<file path="src/rtl/wb_arbiter_pkg.sv">
// Shared types for the write-back arbiter: source ids, FSM states, one-hot helper.
package wb_pkg;
    localparam int N_SRC = 4;

    typedef enum logic [1:0] {
        SRC_ALU = 2'd0,
        SRC_MEM = 2'd1,
        SRC_IMM = 2'd2,
        SRC_MOV = 2'd3
    } wb_src_e;

    typedef enum logic {
        WB_IDLE  = 1'b0,
        WB_WRITE = 1'b1
    } wb_state_e;

    function automatic logic [N_SRC-1:0] onehot(input logic [1:0] idx);
        return (N_SRC)'(1) << idx;
    endfunction
endpackage

</file>
<file path="src/rtl/wb_arbiter_if.sv">
// Write-back request/grant bundle between result sources and the register-file write port.
interface wb_arbiter_if #(parameter int ADDR_W = 3);
    logic [3:0]        req;
    logic [ADDR_W-1:0] dest0;
    logic [ADDR_W-1:0] dest1;
    logic [ADDR_W-1:0] dest2;
    logic [ADDR_W-1:0] dest3;
    logic              flush;
    logic [1:0]        select;
    logic              wr_en;
    logic [ADDR_W-1:0] wr_addr;
    logic [3:0]        ack;
    logic              busy;

    modport master (
        output req, dest0, dest1, dest2, dest3, flush,
        input  select, wr_en, wr_addr, ack, busy
    );

    modport slave (
        input  req, dest0, dest1, dest2, dest3, flush,
        output select, wr_en, wr_addr, ack, busy
    );
endinterface

</file>
<file path="src/rtl/wb_arbiter_rr_pick.sv">
// Combinational priority picker: first set request bit at or after start, wrapping mod 4.
// Zero latency; no backpressure of its own.
module wb_rr_pick
    import wb_pkg::*;
(
    input  logic [N_SRC-1:0] req,
    input  logic [1:0]       start,
    output logic             found,
    output logic [1:0]       winner
);
    logic [1:0] idx;

    // Scan from the farthest offset down so the nearest request is the last to overwrite.
    always_comb begin
        found  = 1'b0;
        winner = start;
        idx    = '0;
        for (int k = N_SRC - 1; k >= 0; k--) begin
            idx = start + 2'(k);
            if (req[idx]) begin
                found  = 1'b1;
                winner = idx;
            end
        end
    end
endmodule

</file>
<file path="src/rtl/wb_arbiter.sv">
// Write-back arbiter: grants one of four sources the register-file write port per cycle.
// Latency 1 cycle req->ack; flush or mask withholds the grant. Build with WB_ROUND_ROBIN_EN for round-robin.
module wb_arbiter
    import wb_pkg::*;
#(
    parameter int ADDR_W = 3
) (
    input  logic       clk,
    input  logic       rst_n,
    wb_arbiter_if.slave bus
);
`ifdef WB_ROUND_ROBIN_EN
    localparam bit RR_EN = 1'b1;
`else
    localparam bit RR_EN = 1'b0;
`endif

    wb_state_e         state, state_nxt;
    logic [1:0]        last;
    logic [1:0]        start;
    logic [1:0]        winner;
    logic              found;
    logic              grant;
    logic [N_SRC-1:0]  avail;
    logic [ADDR_W-1:0] dest_win;

    // The source being written this cycle is masked so it cannot win twice in a row.
    assign avail    = bus.req & ~bus.ack;
    assign bus.busy = |avail;

    // Fixed priority forces the search to begin at source 0; last is kept regardless.
    assign start = (last + 2'd1) & {2{RR_EN}};

    wb_rr_pick u_pick (
        .req    (avail),
        .start  (start),
        .found  (found),
        .winner (winner)
    );

    always_comb begin
        case (winner)
            2'd0:    dest_win = bus.dest0;
            2'd1:    dest_win = bus.dest1;
            2'd2:    dest_win = bus.dest2;
            default: dest_win = bus.dest3;
        endcase
    end

    always_comb begin
        state_nxt = WB_IDLE;
        grant     = found && !bus.flush;
        if (grant) state_nxt = WB_WRITE;
    end

    always_ff @(posedge clk or negedge rst_n) begin
        if (!rst_n) state <= WB_IDLE;
        else        state <= state_nxt;
    end

    assign bus.wr_en = (state == WB_WRITE);

    // select/wr_addr hold on idle cycles to keep the write-data mux quiet.
    always_ff @(posedge clk or negedge rst_n) begin
        if (!rst_n) begin
            bus.select  <= 2'd0;
            bus.wr_addr <= '0;
            bus.ack     <= '0;
            last        <= 2'd3;
        end else if (grant) begin
            bus.select  <= winner;
            bus.wr_addr <= dest_win;
            bus.ack     <= onehot(winner);
            last        <= winner;
        end else begin
            bus.ack     <= '0;
        end
    end
endmodule

</file>
<file path="src/flat_wrapper.sv">
// flat-port wrapper written by rule: the top's interface ports become plain ports
module wb_arbiter_flat import wb_pkg::*;
#(
    parameter int ADDR_W = 3
)
  (clk, rst_n, bus_req, bus_dest0, bus_dest1, bus_dest2, bus_dest3, bus_flush, bus_select, bus_wr_en, bus_wr_addr, bus_ack, bus_busy);
  wb_arbiter_if #(.ADDR_W(ADDR_W)) bus_i ();
  input  logic clk;
  input  logic rst_n;
  input wire logic [$bits(bus_i.req)-1:0] bus_req;
  input wire logic [$bits(bus_i.dest0)-1:0] bus_dest0;
  input wire logic [$bits(bus_i.dest1)-1:0] bus_dest1;
  input wire logic [$bits(bus_i.dest2)-1:0] bus_dest2;
  input wire logic [$bits(bus_i.dest3)-1:0] bus_dest3;
  input wire logic [$bits(bus_i.flush)-1:0] bus_flush;
  output wire logic [$bits(bus_i.select)-1:0] bus_select;
  output wire logic [$bits(bus_i.wr_en)-1:0] bus_wr_en;
  output wire logic [$bits(bus_i.wr_addr)-1:0] bus_wr_addr;
  output wire logic [$bits(bus_i.ack)-1:0] bus_ack;
  output wire logic [$bits(bus_i.busy)-1:0] bus_busy;
  assign bus_i.req = bus_req;
  assign bus_i.dest0 = bus_dest0;
  assign bus_i.dest1 = bus_dest1;
  assign bus_i.dest2 = bus_dest2;
  assign bus_i.dest3 = bus_dest3;
  assign bus_i.flush = bus_flush;
  assign bus_select = bus_i.select;
  assign bus_wr_en = bus_i.wr_en;
  assign bus_wr_addr = bus_i.wr_addr;
  assign bus_ack = bus_i.ack;
  assign bus_busy = bus_i.busy;
  wb_arbiter #(.ADDR_W(ADDR_W)) u_core (.clk(clk), .rst_n(rst_n), .bus(bus_i));
endmodule
</file>
<file path="config.mk">
export PLATFORM = sky130hd
export DESIGN_NAME = wb_arbiter_flat
export DESIGN_NICKNAME = d
export VERILOG_FILES = /design/src/rtl/wb_arbiter_pkg.sv /design/src/rtl/wb_arbiter_if.sv /design/src/rtl/wb_arbiter_rr_pick.sv /design/src/rtl/wb_arbiter.sv /design/src/flat_wrapper.sv
export SDC_FILE = /design/constraint.sdc
export NUM_CORES = 1
export LEC_CHECK = 0
export ABC_AREA = 1
export ABC_CLOCK_PERIOD_IN_PS = 1700
export CAP_MARGIN = 20
export CELL_PAD_IN_SITES_DETAIL_PLACEMENT = 0
export CELL_PAD_IN_SITES_GLOBAL_PLACEMENT = 1
export CORE_MARGIN = 8
export CORE_UTILIZATION = 28
export CTS_CLUSTER_DIAMETER = 40
export DETAILED_ROUTE_END_ITERATION = 8
export PLACE_DENSITY_LB_ADDON = 0.15
export SLEW_MARGIN = 20
export SYNTH_ARGS = -nofsm -noshare
export SYNTH_HDL_FRONTEND = slang
export SYNTH_SLANG_ARGS = --single-unit
</file>
<file path="constraint.sdc">
create_clock -name clk -period 1.7 [get_ports clk]
set_clock_uncertainty 0.05 [all_clocks]
set_input_delay 0.255 -clock clk [delete_from_list [all_inputs] [get_ports clk]]
set_output_delay 0.255 -clock clk [all_outputs]
set_load 0.03 [all_outputs]
</file>
**Word-level counts from Yosys, hierarchy flattened**

Cells that the tools add are included.

- Bits in registers: 10
- Word-level logic and storage cells: 24
- Input port bits: 19
- Output and inout bits: 11

- Mux-type cells: 11
- Eq/ne operators: 2
- Bitwise logic cells: 2
- Reductions and logical operators: 4
- Shift-type cells: 1

Operators with widths:

| operator | count |
|---|---|
| 3-bit one-hot mux with 3 select lines | 1 |
| 2-bit 2-to-1 mux | 4 |
| 1-bit 2-to-1 mux | 5 |
| 4-bit bitwise AND | 1 |
| 4-bit 2-to-1 mux | 1 |
| 4-bit NOT | 1 |
| 4-bit OR reduction | 1 |
| 1-bit by 2-bit left shift with 4-bit output, first input constant | 1 |
| 2-bit by 1-bit == test with 1-bit output, second input constant | 1 |
| 2-bit == test, second input constant | 1 |
| 2-bit zero test | 1 |
| 1-bit logical AND | 1 |
| 1-bit zero test | 1 |

**Logic depth before layout (Yosys ltp)**

- Depth after elaboration: 8
- Gate-level depth with buffers: 10
- Gate-level depth less buffers: 10

**By module**

From an unflattened synthesis, not the netlist that was laid out.

- Cell total of the unflattened synthesis: 123
- Area total of the unflattened synthesis: 772.0 um^2

By module, submodules not included:

| module | instances | sequential area each (um^2) | area an instance (um^2) | cells an instance |
|---|---|---|---|---|
| wb_arbiter | 1 | 250.2 | 538.0 | 70 |
| wb_rr_pick | 1 | 0.0 | 234.0 | 53 |

**Worst setup path before layout**

No wires, ideal clock.

- Kind: register to register
- Start: register u_core.bus.ack[0]
- End: register u_core.bus.wr_addr[1]
- Arrival time: 1,278 ps
- Clock period less this slack: 1,449 ps
- Cell stages (with the launch flop): 11
- Path buffers: 0
- Required time: 1,529 ps
- Path slack: 251 ps
- Cell sequence: dfrtp_1 inv_1 nand2_4 nand2_4 inv_2 nand2_4 nand2_4 clkinv_4 nand2_1 o21bai_1 nand2_1

RTL lines:

| what | line | source |
|---|---|---|
| start, declared | wb_arbiter_if.sv:22 | `output select, wr_en, wr_addr, ack, busy` |
| start signal, assigned | wb_arbiter.sv:73 | `bus.ack <= onehot(winner);` |
| 4-bit NOT | wb_arbiter.sv:28 | `assign avail = bus.req & ~bus.ack;` |
| 4-bit bitwise AND | wb_arbiter.sv:28 |  |
| 1-bit 2-to-1 mux | wb_arbiter_rr_pick.sv:20 | `if (req[idx]) begin` |
| 1-bit logical AND | wb_arbiter.sv:52 | `grant = found && !bus.flush;` |
| via u_core.grant | wb_arbiter.sv:23 | `logic grant;` |
| end signal, assigned | wb_arbiter.sv:72 | `bus.wr_addr <= dest_win;` |
| end, declared | wb_arbiter_if.sv:22 |  |

The timed path passes the listed nets, and every way through them passes these cells.
A chain may end at the register's enable or synchronous reset.

**Worst setup path in the final report**

- Start: register u_core.bus.ack[3]
- End: output bus_ack[3]

RTL lines:

| what | line | source |
|---|---|---|
| end, declared | flat_wrapper.sv:19 | `output wire logic [$bits(bus_i.ack)-1:0] bus_ack;` |

No word-level cell between the ends.

==> summary.txt <==
STA
  • Final period demand of the worst path: 1646 ps
  • Max Slew Vio Count: 0
  • FMAX: 607.4 MHz
  • Final worst setup slack: 53.62 ps
  • Final period util: 0.9685
  • Final setup fails: 0
  • Fin. Hold Viols: 0
  • Tightest Pin Transition: 443.8 ps
  • RSZ-0062 raised after global routing: no
  • Relative slew slack: 0.7032
  • Setup TNS: 0 ps

Layout
  • Commonest cells after routing, fill and taps aside: clkdlybuf4s50_1, nand2_1, dfrtp_1
  • # fillers: 217
  • Antenna diodes: 0
  • Non-filler cells, final: 137
  • Commonest non-fill, non-tap cell in the layout: clkdlybuf4s50_1
  • Area delta synth->final: 61.11%
  • Nets: 130
  • Area occupied by multi-input gates: 274.0 um2
  • Layout cells sized above 1: 0.2000
  • FF/Latch Area: 250.2 um2

Clocking
  • CTS buffer count: 3
  • Post-cts resize count: 0
  • Root Buffer: clkbuf_4
  • Total setup buffers inserted after CTS: 0
  • CTS tree: built
  • Skew-Pair Late Insertion Delay: 270 ps
  • H-tree depth: 1
  • CTS Buffer Depth: 2
  • Reg clk slew, reported paths: 60 ps
  • CTS Hold Buffers Added: 0
  • Clock Sinks: 10

Power
  • Areal power density over the cells: 829.1 nW/um2
  • Lkg Pwr: 0.4813 nW
  • Peak supply drop: 0.4852 mV

Placed design
  • PortBufs: 29
  • Dpl hpwl: 1.338 mm
  • Post-place setup slack: 39.55 ps
  • Routability Congestion: 0.7934
  • Placed cells: 133

Global routing
  • Largest net degree at the start of global routing: 11
  • Initial antenna violation count: 0
  • Global-route wire length before repair: 2.732 mm
  • Gr ovfl total: 0
  • Vias in the first global route: 613
  • Gr usage total: 0.1001

Synth
  • Synth area leader: dfrtp_1
  • Share of the synthesized area in the top cell type: 0.4274
  • Post-synthesis register bit count: 10
  • Top post-synthesis cells by area: dfrtp_1, nand2_1, nand2_4
  • Mapped Cells: 77
  • Unique cell type count in the Yosys netlist: 15
  • Syn Nets: 96
  • Number of synthesis warnings: 0
  • Sequential share of the synthesized area: 0.4274
  • Mean Syn Cell Area: 7.605 um2
  • Cell Area, Synth: 585.6 um2

Setup path
  • Critical path fanouts, max: 3
  • Critical Path End Type: output port
  • CP peak stage delay: 690 ps
  • CP Buf/Inv Count: 1
  • Crit-path cells: clkdlybuf4s50_1
  • Top delay family on crit path: buffers and inverters
  • CP Class: flop to output port
  • Slowest cell on crit path: clkdlybuf4s50_1
  • WP data arrival: 1340 ps
  • Worst setup SP type: flop
  • CP required: 1390 ps

Floorplanning
  • Die H: 61.73 um
  • Die width: 61.73 um
  • # rows: 16
  • Area of the die: 3811 um2
  • Io pins: 30
  • Initial Utilization: 0.2985
  • Core Box Area: 1962 um2

Drt
  • DR vias/cell: 4.153
  • DRC violations left: 0
  • Vias: 569
  • Routed wire per std cell: 11.94 um
  • Initial DRC count: 14
  • Routed Antenna Nets: 0
  • DR pass1 iterations: 4
  • Drt total wl: 1.636 mm

Worst hold path
  • Worst hold path type: input pin to async pin

Run status
  • Status: complete, no violations

Job
  • Max-Cap Viols: 0
[area by class of cell]
type | count | share of cell area
clock buffer | 4 | 0.03846
inverter | 15 | 0.06499
multi-input combinational | 52 | 0.2905
sequential | 10 | 0.2653
tap | 27 | 0.03581
timing repair buffer | 29 | 0.3050
[final timing paths]
check | startpoint | end | slack, ps | cells after the start
hold reg to reg | u_core.bus.select[1] | u_core.bus.select[1] | 430 | 2
setup / recovery | u_core.bus.ack[3] | bus_ack[3] | 50 | 1
max in group asynchronous | rst_n | u_core.bus.wr_addr[1] | 1050 | 1
setup reg to reg | u_core.bus.ack[2] | u_core.bus.wr_addr[0] | 360 | 10
min in group clk | u_core.bus.select[1] | u_core.bus.select[1] | 430 | 2
hold / removal | rst_n | u_core.bus.ack[3] | 240 | 1
[state kept, by name, indices dropped and copies added (netlist names)]
name and count:
u_core.bus.wr_en 1, u_core.bus.wr_addr 3, u_core.bus.select 2, u_core.bus.ack 4
[through the flow]
step                instance area, um2  hold slack [ps]    util  total power [W]
finish                           943.4            243.9  0.4809        0.0007821
global route                     943.4            267.2  0.4809        0.0008319
CTS                              943.4            250.9  0.4809        0.0007921
detailed placement               907.1            412.4  0.4624        0.0005735
global placement                 907.1            411.0  0.4624        0.0005730
floorplan                        585.6           -90.59       -        0.0004447
[power breakdown]
part	internal [W]	total, W	switching [W]
Combinational	0.000124	0.000287	0.000163
Sequential	0.000266	0.000280	0.0000139
Clock	0.000130	0.000215	0.0000852
Total	0.000520	0.000782	0.000262
[metal layers]
layer  track usage  up-vias  share of wire  routed length (um)
li1              -      300              -                   -
met4       0.07792        0          0.029                  48
met2        0.1433       22           0.40                 652
met5             0        -              0                   0
met1        0.1104      242           0.45                 743
met3       0.04938        5           0.12                 193
[cells by family (layout without fill, tap and decap cells)]
logic type	count (synthesis)	in the layout	share of synthesized area
flip-flops	10	10	0.4274
AO/OA/AOI/OAI	5	5	0.05127
buffers and inverters	15	48	0.1047
AND/OR/NAND/NOR	47	47	0.4166
[synthesized netlist by cell type (all sizes together)]
cell    number
nor2         5
a21oi        2
nand4        2
clkinv       1
nor3         3
o21ai        1
dfrtp       10
nand2       32
inv         14
nand3        5
o21bai       2
(Power assumes the default switching activity.)
